<file path="config.mk">
export PLATFORM = sky130hd
export DESIGN_NAME = csa_mp_add_sched
export DESIGN_NICKNAME = d
export VERILOG_FILES = /design/src/rtl/csa_mp_add_sched.sv
export SDC_FILE = /design/constraint.sdc
export NUM_CORES = 1
export LEC_CHECK = 0
export CAP_MARGIN = 20
export CORE_AREA = 4 4 255 257
export CTS_CLUSTER_SIZE = 30
export DETAILED_ROUTE_END_ITERATION = 10
export DIE_AREA = 0 0 259 261
export MAX_ROUTING_LAYER = met4
export PLACE_DENSITY = 0.65
export SLEW_MARGIN = 20
export SYNTH_ARGS = -nofsm -noshare
export SYNTH_HDL_FRONTEND = slang
export SYNTH_SLANG_ARGS = --single-unit
</file>
<file path="constraint.sdc">
create_clock -name clk -period 40.1 [get_ports clk]
set_input_delay 4.01 -clock clk [delete_from_list [all_inputs] [get_ports clk]]
set_output_delay 4.01 -clock clk [all_outputs]
set_load 0.03 [all_outputs]
</file>
<file path="src/rtl/csa_mp_add_sched.sv">
// Two-requester multi-precision adder scheduler. Each accepted request is
// WORDS x 32-bit wide and is evaluated LS word first on one shared 32-bit carry-skip adder.

module carryskip_adder32 (
  input  logic [31:0] a,
  input  logic [31:0] b,
  input  logic        cin,
  output logic [31:0] sum,
  output logic        cout
);
  // Eight 4-bit ripple blocks. A block whose bits all propagate passes its carry-in straight through.
  always_comb begin : skip_chain
    logic c_blk;
    logic c_rip;
    logic p_blk;
    sum   = '0;
    c_blk = cin;
    for (int unsigned blk = 0; blk < 8; blk++) begin
      c_rip = c_blk;
      p_blk = 1'b1;
      for (int unsigned i = 0; i < 4; i++) begin
        sum[4*blk+i] = a[4*blk+i] ^ b[4*blk+i] ^ c_rip;
        c_rip        = (a[4*blk+i] & b[4*blk+i]) | ((a[4*blk+i] ^ b[4*blk+i]) & c_rip);
        p_blk        = p_blk & (a[4*blk+i] ^ b[4*blk+i]);
      end
      c_blk = p_blk ? c_blk : c_rip;
    end
    cout = c_blk;
  end
endmodule

module csa_mp_add_sched #(
  parameter int unsigned WORDS = 4
) (
  input  logic                  clk,
  input  logic                  rst_n,
  input  logic                  req0_valid,
  input  logic [32*WORDS-1:0]   req0_a,
  input  logic [32*WORDS-1:0]   req0_b,
  input  logic                  req0_cin,
  output logic                  req0_ready,
  input  logic                  req1_valid,
  input  logic [32*WORDS-1:0]   req1_a,
  input  logic [32*WORDS-1:0]   req1_b,
  input  logic                  req1_cin,
  output logic                  req1_ready,
  output logic                  res_valid,
  input  logic                  res_ready,
  output logic                  res_id,
  output logic [32*WORDS-1:0]   res_sum,
  output logic                  res_cout,
  output logic                  busy
);
  localparam int unsigned KW = (WORDS > 1) ? $clog2(WORDS) : 1;

  typedef enum logic [1:0] {IDLE, ADD, DONE} state_e;

  state_e                  state_q, state_d;
  logic [KW-1:0]           k_q, k_d;
  logic                    carry_q, carry_d;
  logic                    last_grant_q, last_grant_d;
  logic [WORDS-1:0][31:0]  a_q, a_d, b_q, b_d, sum_q, sum_d;
  logic                    cin_q, cin_d;
  logic                    id_q, id_d;
  logic                    cout_q, cout_d;

  logic                    gnt_sel;
  logic                    accept;
  logic                    last_word;
  logic [31:0]             add_sum;
  logic                    add_cin;
  logic                    add_cout;

  assign last_word = (k_q == KW'(WORDS - 1));
  assign add_cin   = (k_q == '0) ? cin_q : carry_q;
  assign accept    = req0_ready | req1_ready;

  carryskip_adder32 u_adder (
    .a    (a_q[k_q]),
    .b    (b_q[k_q]),
    .cin  (add_cin),
    .sum  (add_sum),
    .cout (add_cout)
  );

  always_ff @(posedge clk or negedge rst_n) begin
    if (!rst_n) begin
      state_q      <= IDLE;
      k_q          <= '0;
      carry_q      <= 1'b0;
      last_grant_q <= 1'b1;
      a_q          <= '0;
      b_q          <= '0;
      cin_q        <= 1'b0;
      id_q         <= 1'b0;
      sum_q        <= '0;
      cout_q       <= 1'b0;
    end else begin
      state_q      <= state_d;
      k_q          <= k_d;
      carry_q      <= carry_d;
      last_grant_q <= last_grant_d;
      a_q          <= a_d;
      b_q          <= b_d;
      cin_q        <= cin_d;
      id_q         <= id_d;
      sum_q        <= sum_d;
      cout_q       <= cout_d;
    end
  end

  always_comb begin
    state_d = state_q;
    case (state_q)
      IDLE:    if (accept)    state_d = ADD;
      ADD:     if (last_word) state_d = DONE;
      DONE:    if (res_ready) state_d = IDLE;
      default:                state_d = IDLE;
    endcase
  end

  // Ready is gated by rst_n so neither requester sees a handshake while reset is held.
  always_comb begin
    gnt_sel    = (req0_valid && req1_valid) ? ~last_grant_q : req1_valid;
    req0_ready = rst_n && (state_q == IDLE) && req0_valid && !gnt_sel;
    req1_ready = rst_n && (state_q == IDLE) && req1_valid &&  gnt_sel;
    res_valid  = (state_q == DONE);
    busy       = (state_q != IDLE);
  end

  always_comb begin
    k_d          = k_q;
    carry_d      = carry_q;
    last_grant_d = last_grant_q;
    a_d          = a_q;
    b_d          = b_q;
    cin_d        = cin_q;
    id_d         = id_q;
    sum_d        = sum_q;
    cout_d       = cout_q;
    if (accept) begin
      a_d          = gnt_sel ? req1_a   : req0_a;
      b_d          = gnt_sel ? req1_b   : req0_b;
      cin_d        = gnt_sel ? req1_cin : req0_cin;
      id_d         = gnt_sel;
      last_grant_d = gnt_sel;
      k_d          = '0;
    end else if (state_q == ADD) begin
      sum_d[k_q] = add_sum;
      carry_d    = add_cout;
      k_d        = k_q + KW'(1);
      if (last_word) cout_d = add_cout;
    end
  end

  assign res_id   = id_q;
  assign res_sum  = sum_q;
  assign res_cout = cout_q;
endmodule

</file>
==> metrics, run 1 <==
status finished, final reports clean; initial antenna violation count 15; Reg2Reg Launch Point k_q[1]; RSZ-0062 raised after global routing no; Wirelength per Cell 22.6 um; Synth cell types 32; clock power share 15.0%; Setup CP Type register to register; Syn Inst Count 1905; setup TNS 0 ns; Mapped Nets 2492; # fillers 5867; Total Power 0.00261 W; sequential power share 28.7%; Port Buffers 652; drt pass-1 iters 5; cts hold-fix bufs 0; overall routing resource usage 22.3%; Avg Inst Size Synth 10.2 sq um; Slew @ Worst Pin 1.09 ns; number of buffers and inverters on the critical path 3; CTS tree yes; drc violations 0; CTS buffer count 45; min-delay src res_id; sequential fraction of the synthesis area 50.5%; final worst clock skew 0.0179 ns; post-route ant nets 0; Worst Hold Path EP res_id; Worst EP required 40.56 ns; r2r worst-path depth 51; crit path launch type register; crit-path most repeated cell fa_1; first-pass GRT wire length 112000 um; vias per std cell 5.07; Post-CTS Setup Bufs 0; Psw 0.00115 W; pin count of the biggest net entering global routing 181; HP Class register to register; layout cells sized above 1 11.4%; cell internal pwr 0.00147 W; synth-to-layout area growth 43.6%; IO Pins 653; Core Area 62700 sq um; Pins Over Slew Limit 0; Max Fclk 52.2 MHz; Initial Utilization 31.0%; Die X 259 um; CP arrival 19.60 ns; Combinational Power Share 56.3%; period utilization 47.7%; CP delay by family, top adder cells; gr ovfl total 0; Max clock buf depth 3; clk slew on worst S/H paths 0.06 ns; vias post-DR 17100; Leak 11.3 nW; Synthesis Warnings 0; FF-to-FF End res_sum[31]; Sw Share 43.9%; reg2reg setup slack 20.96 ns; GPL Wtd Cong 0.984; CP endpoint kind register; Worst Hold Path Cells 1; final setup fails 0; Nets 3066; minimum clock period 19.14 ns; Die Area 67600 sq um; most common cell after layout, fill and taps aside clkdlybuf4s50_1; Final Core Density 44.6%; Max Cap Violations 0; Max-slew headroom 27.4%; die span in y 261 um; Final Hold Fails 0; vias in the first global route 17900; Post-CTS Resized 0; PwrDens 93.5 nW/um^2; H-Tree Depth 2; Starting DRT DRC Count 898; flops & latches, synth 393; commonest non-fill, non-tap cells in the layout clkdlybuf4s50_1 (651), nand2_1 (527), dfrtp_1 (390); Clk Latency, worst-skew pair 0.57 ns; slowest CP cell dfrtp_4; post-synthesis cell area 19500 sq um; clk sinks 393; post-detail-place hpwl 58900 um; Clk Tree Root Cell clkbuf_16; Worst VDD drop 0.0000577 V; row count 92; CP Max Fanout 34; drt total wl 76200 um; slowest stage delay, CP 0.83 ns
worst register-to-register path: cells and delay by family, from the launching register on:
kind / cells / cell delay, ns
adder cells (fa/ha/maj): 32 / 14.59
AND/OR/NAND/NOR: 9 / 1.10
multiplexers: 2 / 0.91
buffers and inverters: 3 / 0.84
flip-flops: 1 / 0.83
AO/OA/AOI/OAI: 5 / 0.78
metal layers:
metal,track usage (%),up-vias,share of wire (%)
met3,3.54,92,5.9
met1,28.9,8655,43
met2,36.8,639,49
met5,-,-,0
met4,5.98,0,2.3
li1,-,7719,-
worst max-delay path by stage:
stage                       from            to  depth (start not counted)
final                     k_q[1]   res_sum[31]                         51
after global routing      k_q[1]   res_sum[31]                         51
after CTS                 k_q[1]   res_sum[31]                         51
after detailed placement  k_q[1]   res_sum[31]                         51
after global placement    k_q[1]   res_sum[95]                         51
after floorplan           k_q[0]  res_sum[127]                         55
per-stage QoR:
stage          instance area [sq um]  setup slack [ns]  hold slack [ns]  std cells
3_3_place_gp                   26500             20.93            0.461       3276
3_5_place_dp                   26500             20.79            0.471       3276
6_report                       28000             20.96            0.484       3371
5_1_grt                        27900             20.09            0.503       3369
4_1_cts                        27900             20.71            0.485       3353
2_1_floorplan                  19500             22.58            0.504       1905
state kept, by name, indices dropped and copies added (netlist names):
signal and count:
carry_q 1, k_q 2, last_grant_q 1, res_cout 1, cin_q 1, res_id 1, a_q 128, b_q 128
state_q 2, res_sum 128
Yosys cell counts:
master	number	area share, %
fa_1	32	3.3
and2_1	1	0.032
buf_4	12	0.46
and4_1	3	0.14
nor2_1	267	5.1
buf_1	2	0.039
clkbuf_1	55	1.1
inv_1	9	0.17
mux4_2	64	7.4
mux2_2	125	7.2
mux2i_1	1	0.051
a21o_1	1	0.039
o31ai_1	2	0.077
a31o_2	1	0.045
a41o_1	1	0.051
buf_6	12	0.69
nor2b_1	1	0.032
a21oi_1	5	0.13
a31oi_1	260	8.4
dfstp_2	1	0.14
ha_1	36	2.3
nor3_1	2	0.051
o21ai_0	13	0.33
or2_4	1	0.045
buf_2	61	1.6
dfrtp_1	392	50
nand4_1	5	0.16
o21a_1	1	0.039
nor2_4	1	0.058
nand3_1	3	0.077
nand2b_1	3	0.096
nand2_1	532	10
layout make-up:
class / count / area [sq um] / area share, %
Antenna cell: 16 / 40.0 / 0.143
Clock buffer: 65 / 1290 / 4.62
Clock inverter: 12 / 96.3 / 0.345
Inverter: 9 / 33.8 / 0.121
Multi-Input combinational cell: 1361 / 8880 / 31.8
Sequential cell: 393 / 9840 / 35.2
Tap cell: 846 / 1060 / 3.79
Timing Repair Buffer: 669 / 6710 / 24.0
power by group through the flow:
stage | Clock [W] | Combinational, W | Sequential [W]
CTS | 0.000403 | 0.00149 | 0.000752
detailed placement | 0 | 0.00148 | 0.000757
global placement | 0 | 0.00144 | 0.000745
global route | 0.000418 | 0.00160 | 0.000774
finish | 0.000393 | 0.00147 | 0.000751
floorplan | 0 | 0.000808 | 0.000821
logic make-up after synthesis:
kind of cell	Yosys count	synth area share, %
multiplexers	190	14.7
AND/OR/NAND/NOR	819	16.1
flip-flops	393	50.5
buffers and inverters	151	4.00
AO/OA/AOI/OAI	284	9.07
adder cells (fa/ha/maj)	68	5.61
Power figures use the tool's default switching activity.
==> run 2: changes to the inputs <==
--- a/config.mk
+++ b/config.mk
@@ -6,12 +6,12 @@
 export NUM_CORES = 1
 export LEC_CHECK = 0
 export CAP_MARGIN = 20
-export CORE_AREA = 4 4 255 257
+export CORE_AREA = 4 4 248 250
 export CTS_CLUSTER_SIZE = 30
 export DETAILED_ROUTE_END_ITERATION = 10
-export DIE_AREA = 0 0 259 261
+export DIE_AREA = 0 0 252 254
 export MAX_ROUTING_LAYER = met4
-export PLACE_DENSITY = 0.65
+export PLACE_DENSITY = 0.68
 export SLEW_MARGIN = 20
 export SYNTH_ARGS = -nofsm -noshare
 export SYNTH_HDL_FRONTEND = slang
==> constraint.sdc (replaced) <==
create_clock -name clk -period 19.1 [get_ports clk]
set_input_delay 1.91 -clock clk [delete_from_list [all_inputs] [get_ports clk]]
set_output_delay 1.91 -clock clk [all_outputs]
set_load 0.03 [all_outputs]
==> metrics, run 2 (synthesized netlist as in run 1, its figures left out) <==
setup TNS 0 ns; Initial Utilization 33.0%; H-Tree Depth 2; PwrDens 200 nW/um^2; row count 89; status finished, final reports clean; Final Hold Fails 0; post-route ant nets 0; crit-path most repeated cell fa_1; cts hold-fix bufs 0; CTS tree yes; Clk Latency, worst-skew pair 0.58 ns; post-detail-place hpwl 60300 um; pin count of the biggest net entering global routing 225; initial antenna violation count 24; Max-slew headroom 21.6%; gr ovfl total 0; Die Area 64000 sq um; Clk Tree Root Cell clkbuf_16; vias in the first global route 17900; layout cells sized above 1 11.6%; clk slew on worst S/H paths 0.06 ns; Worst EP required 19.55 ns; Slew @ Worst Pin 1.18 ns; final worst clock skew 0.0239 ns; CP endpoint kind register; Leak 11.3 nW; slowest CP cell dfrtp_4; Port Buffers 652; HP Class register to register; drt pass-1 iters 5; Nets 3069; slowest stage delay, CP 0.53 ns; CTS buffer count 46; minimum clock period 18.30 ns; drt total wl 77900 um; placed inst area 26400 sq um; Post-CTS Setup Bufs 0; Core Area 59000 sq um; GPL Wtd Cong 0.956; Starting DRT DRC Count 1040; Post-CTS Resized 0; CP arrival 18.75 ns; final setup fails 0; most common cell after layout, fill and taps aside clkdlybuf4s50_1; clk sinks 393; Max Cap Violations 0; vias post-DR 17300; Pins Over Slew Limit 0; IO Pins 653; Worst VDD drop 0.000113 V; crit path launch type register; synth-to-layout area growth 43.8%; CP Max Fanout 8; Max Fclk 54.6 MHz; Max clock buf depth 3; first-pass GRT wire length 114000 um; worst hold slack 0.488 ns; Wirelength per Cell 23.5 um; Die X 252 um; Setup CP Type register to register; RSZ-0062 raised after global routing no; Worst Hold Path Cells 1; drc violations 0; r2r worst-path depth 52; vias per std cell 5.22; fin area 28000 sq um; overall routing resource usage 24.3%; period utilization 95.8%; die span in y 254 um; commonest non-fill, non-tap cells in the layout clkdlybuf4s50_1 (651), nand2_1 (527), dfrtp_1 (390); Final Core Density 47.4%
-- run 2: path summary, 6_finish.rpt --
check / end / slack, ns / from
worst min-delay path: res_id / 0.49 / res_id
max in group asynchronous: b_q[23] / 15.14 / rst_n
min in group asynchronous: res_sum[107] / 1.19 / rst_n
worst min register to register: res_id / 0.49 / res_id
worst max register to register: res_sum[63] / 0.80 / k_q[1]
worst max-delay path: res_sum[63] / 0.80 / k_q[1]
-- run 2: critical path: cells and delay by family (launching register included) --
family	cells	cell delay [ns]
multiplexers	2	0.63
buffers and inverters	3	0.27
adder cells (fa/ha/maj)	33	14.80
AND/OR/NAND/NOR	9	1.07
AO/OA/AOI/OAI	5	0.85
flip-flops	1	0.53
-- run 2: cell type report --
type | instances | area [sq um]
Inverter | 9 | 33.8
Multi-Input combinational cell | 1361 | 8890
Clock inverter | 10 | 105
Clock buffer | 70 | 1360
Sequential cell | 393 | 9840
Antenna cell | 22 | 55.1
Fill cell | 5433 | 31000
Tap cell | 773 | 967
Timing Repair Buffer | 671 | 6740
-- run 2: routing by layer --
metal	up-vias	track usage [%]	routed length, um
li1	7745	-	-
met1	8715	32.7	33600
met2	710	38.0	36900
met3	96	5.01	5820
met4	0	5.96	1580
met5	-	-	0
-- run 2: through the flow --
stage / power, W / setup slack [ns] / std cells
6_report: 0.00559 / 0.801 / 3309
4_1_cts: 0.00561 / 0.519 / 3285
5_1_grt: 0.00594 / 0.0290 / 3308
2_1_floorplan: 0.00342 / 1.58 / 1905
3_5_place_dp: 0.00473 / 0.578 / 3205
3_3_place_gp: 0.00463 / 0.767 / 3205
-- run 2: power by group --
group	internal, W	switching, W	leakage, nW	total [W]
clock network	0.000504	0.000356	0.710	0.000860
registers	0.00127	0.000281	4.46	0.00155
logic	0.00136	0.00182	6.16	0.00317
